`src/rtl/slice_sequencer.sv`:
```
// Time-multiplexed field extractor: captures one wide word and emits its
// FIELD_WIDTH-bit fields one per out_valid/out_ready handshake, MSB- or LSB-first.
module slice_sequencer #(
  parameter int unsigned INPUT_DATA_WIDTH  = 32,
  parameter int unsigned FIELD_WIDTH       = 8,
  parameter int unsigned OFFSET_REL_TO_MSB = 1,
  parameter int unsigned MAX_FIELDS        = INPUT_DATA_WIDTH / FIELD_WIDTH,
  parameter int unsigned CW                = $clog2(MAX_FIELDS + 1)
) (
  input  logic                        clk,
  input  logic                        rst,
  input  logic [CW-1:0]               cfg_num_fields,
  input  logic [INPUT_DATA_WIDTH-1:0] in_data,
  input  logic                        in_valid,
  output logic                        in_ready,
  output logic [FIELD_WIDTH-1:0]      out_data,
  output logic [CW-1:0]               out_index,
  output logic                        out_last,
  output logic                        out_valid,
  input  logic                        out_ready,
  output logic                        busy
);

  localparam int unsigned W  = INPUT_DATA_WIDTH;
  localparam int unsigned SW = $clog2(INPUT_DATA_WIDTH) + 1;

  typedef enum logic [0:0] {
    IDLE = 1'b0,
    EMIT = 1'b1
  } state_t;

  state_t state, next_state;

  logic [W-1:0]           word_q, word_d;
  logic [CW-1:0]          k_q, k_d;
  logic [CW-1:0]          n_q, n_d;
  logic [CW-1:0]          eff_count;
  logic                   accept;
  logic                   at_last;
  logic                   in_ready_d;
  logic                   out_valid_d;
  logic [FIELD_WIDTH-1:0] out_data_d;
  logic [CW-1:0]          out_index_d;
  logic                   out_last_d;

  // Field k of a word, counted from the configured end.
  function automatic logic [FIELD_WIDTH-1:0] select_field(input logic [W-1:0] word,
                                                           input logic [CW-1:0] k);
    logic [SW-1:0] sh;
    logic [W-1:0]  t;
    sh = SW'(k) * SW'(FIELD_WIDTH);
    if (OFFSET_REL_TO_MSB != 0) begin
      t = word << sh;
      return t[W-1 -: FIELD_WIDTH];
    end else begin
      t = word >> sh;
      return t[FIELD_WIDTH-1:0];
    end
  endfunction

  // Zero or oversized requests fall back to a full word.
  always_comb begin
    eff_count = cfg_num_fields;
    if (cfg_num_fields == '0 || cfg_num_fields > CW'(MAX_FIELDS)) begin
      eff_count = CW'(MAX_FIELDS);
    end
  end

  assign accept  = (state == IDLE) && in_valid && in_ready;
  assign at_last = (k_q == n_q - CW'(1));

  always_ff @(posedge clk or posedge rst) begin
    if (rst) begin
      state <= IDLE;
    end else begin
      state <= next_state;
    end
  end

  always_comb begin
    next_state = state;
    case (state)
      IDLE:    if (accept) next_state = EMIT;
      EMIT:    if (out_ready && at_last) next_state = IDLE;
      default: next_state = IDLE;
    endcase
  end

  // Next-cycle values for the datapath and every registered output.
  always_comb begin
    word_d = word_q;
    k_d    = k_q;
    n_d    = n_q;
    if (accept) begin
      word_d = in_data;
      k_d    = '0;
      n_d    = eff_count;
    end else if (state == EMIT && out_ready && !at_last) begin
      k_d = k_q + CW'(1);
    end

    in_ready_d  = (next_state == IDLE);
    out_valid_d = (next_state == EMIT);
    out_data_d  = '0;
    out_index_d = '0;
    out_last_d  = 1'b0;
    if (out_valid_d) begin
      out_data_d  = select_field(word_d, k_d);
      out_index_d = k_d;
      out_last_d  = (k_d == n_d - CW'(1));
    end
  end

  always_ff @(posedge clk or posedge rst) begin
    if (rst) begin
      word_q    <= '0;
      k_q       <= '0;
      n_q       <= '0;
      in_ready  <= 1'b0;
      out_valid <= 1'b0;
      out_data  <= '0;
      out_index <= '0;
      out_last  <= 1'b0;
    end else begin
      word_q    <= word_d;
      k_q       <= k_d;
      n_q       <= n_d;
      in_ready  <= in_ready_d;
      out_valid <= out_valid_d;
      out_data  <= out_data_d;
      out_index <= out_index_d;
      out_last  <= out_last_d;
    end
  end

  assign busy = (state == EMIT);

endmodule
```
`config.mk`:
```
export PLATFORM = sky130hd
export DESIGN_NAME = slice_sequencer
export DESIGN_NICKNAME = d
export VERILOG_FILES = /design/src/rtl/slice_sequencer.sv
export SDC_FILE = /design/constraint.sdc
export NUM_CORES = 1
export LEC_CHECK = 0
export BUFFER_PORTS_ARGS = -buffer_cell sky130_fd_sc_hd__buf_2
export CORE_UTILIZATION = 48
export CTS_BUF_LIST = sky130_fd_sc_hd__clkbuf_16
export DETAILED_ROUTE_END_ITERATION = 16
export PLACE_DENSITY_LB_ADDON = 0.3
export SKIP_CTS_REPAIR_TIMING = 1
export SLEW_MARGIN = 25
export SYNTH_ARGS = -nofsm -noshare
export SYNTH_HDL_FRONTEND = slang
export SYNTH_SLANG_ARGS = --single-unit
```
`constraint.sdc`:
```
create_clock -name clk -period 2.1 [get_ports clk]
set_clock_uncertainty 0.2 [all_clocks]
set_input_delay 0.21 -clock clk [delete_from_list [all_inputs] [get_ports clk]]
set_output_delay 0.21 -clock clk [all_outputs]
set_load 0.1 [all_outputs]
```
Word-level counts from Yosys, hierarchy flattened
Cells that the tools add are included.
{"block": "totals", "regBits": 52, "output_inout_bits": 15, "elab_cells": 36, "input_bits": 39}
{"block": "op_classes", "n_reduce_logical": 8, "mux": 11, "magnitude_cmp": 1, "addsub": 3, "shifts": 1, "bitwise": 2, "eq_ne": 2}
{"op": "$mux W32", "n": 1}
{"op": "$shl A32 B6 Y32", "n": 1}
{"op": "$mux W3", "n": 5}
{"op": "$mux W8", "n": 1}
{"op": "$eq A3 B3 Y1", "n": 2}
{"op": "$sub A3 B1 Y3 const B", "n": 2}
{"op": "$logic_and A1 B1 Y1", "n": 5}
{"op": "$add A3 B1 Y3 const B", "n": 1}
{"op": "$gt A3 B3 Y1 const B", "n": 1}
{"op": "$logic_not A3 Y1", "n": 1}
{"op": "$mux W1", "n": 3}
{"op": "$not A1 Y1", "n": 2}
{"op": "$pmux W1 S2", "n": 1}
{"op": "$logic_not A1 Y1", "n": 1}
{"op": "$logic_or A1 B1 Y1", "n": 1}

Longest topological paths before layout
{"block": "logic_depth", "word_depth": 8, "depth_mapped": 9, "depth_no_buf": 9}

Least setup slack after synthesis
OpenSTA, ideal clock, no wires.
{"block": "synth_timing", "kind": "flip-flop to flip-flop", "start": "reg, netlist name out_valid", "end": "reg out_last", "period_less_slack_ns": 2.958, "path_stages_with_launch": 10, "setup_time_ns": 0.101, "t_required_ns": 1.799, "path_slack_ns": -0.858, "path_buffers": 2, "t_arrival_ns": 2.657, "path_cell_list": "dfrtp_1 > nand3b_1 > clkbuf_1 > buf_1 > nand2_1 > o21a_1 > ha_1 > xnor2_1 > xnor2_1 > nor4_1"}
{"item": "end signal: assignment", "line_no": "132", "rtl": "out_last <= out_last_d;"}
{"item": "end: declaration", "line_no": "18", "rtl": "output logic out_last,"}

Worst setup path in the final report
{"block": "layout_timing", "start": "reg n_q[1]", "end": "reg out_data[6]"}
{"block": "layout_between", "elab_chain_len": 8, "elab_cells_between_ends": 11, "cone_classes": "1 x add/sub; 1 x eq/ne; 1 x shift; 5 x mux; 3 x reduce/logical"}
{"item": "start: declaration", "line_no": "36", "rtl": "logic [CW-1:0] n_q, n_d;"}
{"item": "start signal: assignment", "line_no": "127", "rtl": "n_q <= n_d;"}
{"item": "$sub A3 B1 Y3 (*)", "line_no": "70", "rtl": "assign at_last = (k_q == n_q - CW'(1));"}
{"item": "$eq A3 B3 Y1 (*)", "line_no": "70"}
{"item": "$logic_not A1 Y1", "line_no": "98", "rtl": "end else if (state == EMIT && out_ready && !at_last) begin"}
{"item": "$logic_and A1 B1 Y1", "line_no": "98"}
{"item": "$mux W3", "line_no": "98"}
{"item": "$mux W3", "line_no": "94", "rtl": "if (accept) begin"}
{"item": "$shl A32 B6 Y32", "line_no": "53", "rtl": "t = word << sh;"}
{"item": "$mux W8 (*)", "line_no": "107", "rtl": "if (out_valid_d) begin"}
{"item": "via out_data_d[6]", "line_no": "42", "rtl": "logic [FIELD_WIDTH-1:0] out_data_d;"}
{"item": "end signal: assignment", "line_no": "130", "rtl": "out_data <= out_data_d;"}
{"item": "end: declaration", "line_no": "16", "rtl": "output logic [FIELD_WIDTH-1:0] out_data,"}
Mark *: on every way through the listed nets, which the timed path passes. The rest lies on a longest branch.

==> impl_metrics.toml <==
[outcome]
status = "finished with violations"
violations = "hold timing, setup timing"

[pwr]
p_total_mw = 6.259
irDropWorstVdd_v = 0.0008259
internal_power_mw = 3.571
switching_share_pct = 42.95
pwr-share-clk_pct = 14.2
power_switching_mw = 2.688
pwr-share-comb_pct = 60.2
p_seq_share_pct = 25.5
power.density_mw_per_mm2 = 1792
p_leak_nw = 1.855

[sta]
final_hold_viol_count = 5
final.setup.worst_slack_ns = -0.3023
fin_crit_sh_pct = 114.4
final-max-slew-violation-count = 0
fmax_mhz = 416.3
period_needed_ns = 2.402
holdWs_ns = -0.02633
max_slew_margin_pct = 65.46
tightest_slew_ns = 0.5173
setup_viol = 10
fin_setup_tns_ns = -2.473
rsz0062_at_grt = "yes"

[synth]
ys_warn_count = 0
yosysTopAreaCell = "dfrtp_1"
ys_ff_latch = 52
avgSynthCellArea_sq_um = 9.854
synth_nets = 285
synth_top_area_share_pct = 54.56
netlist_top_cells_area = "dfrtp_1, nand2_1, mux2i_1"
yosysSeqAreaShare_pct = 54.56
ys_types = 35
async_flop_share_pct = 100.0
synth_cells = 242
synth_top_flop_cell = "dfrtp_1"
syn_area_sq_mm = 0.002385
synth_edf_count = 0

[layout]
antenna_cells_inserted = 0
drive_above_1_share_pct = 32.67
final_nets = 394
final_cell_mix = "nand2_1, buf_2, dfrtp_1, dlygate4sd3_1, buf_4"
nFillCells = 341
final_common_cell = "nand2_1"
area_growth_pct = 46.48

[clock_tree]
clk_latency_ns = 0.28
clkTransAtPathRegs_ns = 0.06
clkSinkCount = 52
h-tree-depth = 2
cts_made_buffers = 5
cts_tree = "done"
cts_max_path_buffers = 2
root_buffer = "clkbuf_16"

[min_path]
min_path_type = "in2reg"

[route]
wl_per_cell_microns = 13.49
vias_per_cell = 4.757
drc = 0
first_pass_iters = 4
ant_nets = 0
routed_wl_mm = 5.651
routed-via-count = 1993
drtIter0Drc = 90

[global_route]
globalRouteOverflowTotal = 0
antenna_found_initial = 0
grt_max_degree = 34
grt_pass1_wl_mm = 7.810
grt_usage_pct = 19.50
grt_pass1_vias = 1669

[run]
max_cap_violations = 0

[setup_path]
crit_fanout = 5
required_ns = 2.05
arrival_ns = 2.35
crit_type = "reg2reg"
startpoint_type = "flop"
end_kind = "flop"

[floorplanning]
ios = 54
start_util_pct = 50.16
rows = 25
core_sq_mm = 0.004755
die_w_microns = 72.49
die_area_sq_mm = 0.005254
die-height_microns = 72.49

[placement]
dp.final_hpwl_mm = 3.395
globalplace.congestion = 0.7928
io_buffers = 53
-- routing by layer --
layer  wire [microns]  track usage [%]
met1             2674            29.40
met2             2755            28.76
met3              170            4.722
met4               50            3.922
met5                0                0
-- sequential cells by signal, summed over array words and instances (netlist names) --
name       count
out_valid      1
word_q        32
n_q            3
out_index      3
out_data       8
k_q            3
out_last       1
in_ready       1
-- power groups by stage --
stage / Combinational [mW] / Clock, mW / Sequential (mW)
2_1_floorplan: 1.83 / 0 / 2.19
3_3_place_gp: 3.07 / 0 / 1.60
3_5_place_dp: 3.13 / 0 / 1.61
4_1_cts: 3.15 / 0.896 / 1.59
5_1_grt: 4.03 / 0.938 / 1.63
6_report: 3.77 / 0.889 / 1.60
-- critical path, cell delays in order (launching register included) --
cell     delay [ns]
dfrtp_1        0.39
inv_2          0.07
ha_4           0.13
xnor3_2        0.28
a31oi_4        0.25
mux2i_4        0.38
buf_12         0.18
mux2i_2        0.28
o22ai_1        0.11
-- cell usage after synthesis, drive strengths merged, types with 2 or more instances --
cell type and count:
ha 4, xnor2 6, buf 5, clkbuf 6
mux2i 19, nand3 2, o21a 2, nor2 4
xor2 3, dfrtp 52, nand3b 2, o22ai 8
inv 12, a31oi 2, o21ai 2, nand2b 3
nand2 100
-- area by class of cell --
class	count	area (sq um)	area share (%)
Sequential cell	52	1304	37.32
Inverter	12	45.04	1.289
Clock buffer	5	125.1	3.582
Clock inverter	3	38.79	1.110
Tap cell	67	83.83	2.400
Timing Repair Buffer	113	845.8	24.21
Multi-Input combinational cell	167	1051	30.09
-- stage by stage --
stage	hold slack, ns	setup WS, ns	area (sq um)	instances	utilization (%)
3_5_place_dp	0.07624	-0.2481	2868	371	60.32
5_1_grt	-0.004064	-0.3594	3493	419	73.47
6_report	-0.02633	-0.3023	3493	419	73.47
4_1_cts	-0.2302	-0.2558	3032	379	63.76
2_1_floorplan	0.1346	-0.2217	2427	242	-
3_3_place_gp	0.07426	-0.2099	2868	371	60.32
-- final timing paths --
path                                  start           to  slack (ns)  cells after the start
worst max-delay path                 n_q[1]  out_data[6]       -0.30                      8
worst min-delay path            in_data[10]   word_q[10]       -0.03                      3
worst max register to register       n_q[1]  out_data[6]       -0.30                      8
worst min register to register    word_q[7]    word_q[7]        0.27                      2
max in group asynchronous               rst    out_valid        0.85                      4
min in group asynchronous               rst   word_q[18]        0.31                      3
-- kinds of logic after synthesis --
kind of cell               Yosys count  share of synthesized area [%]
AOI/OAI and AO/OA                   15                          4.670
xor gates and xnor gates            10                          4.565
adders and majority gates            4                          2.099
buffers and inverters               23                          4.826
DFF                                 52                          54.56
muxes                               19                          7.975
and+or+nand+nor                    119                          21.30
Power figures use the tool's default switching activity.
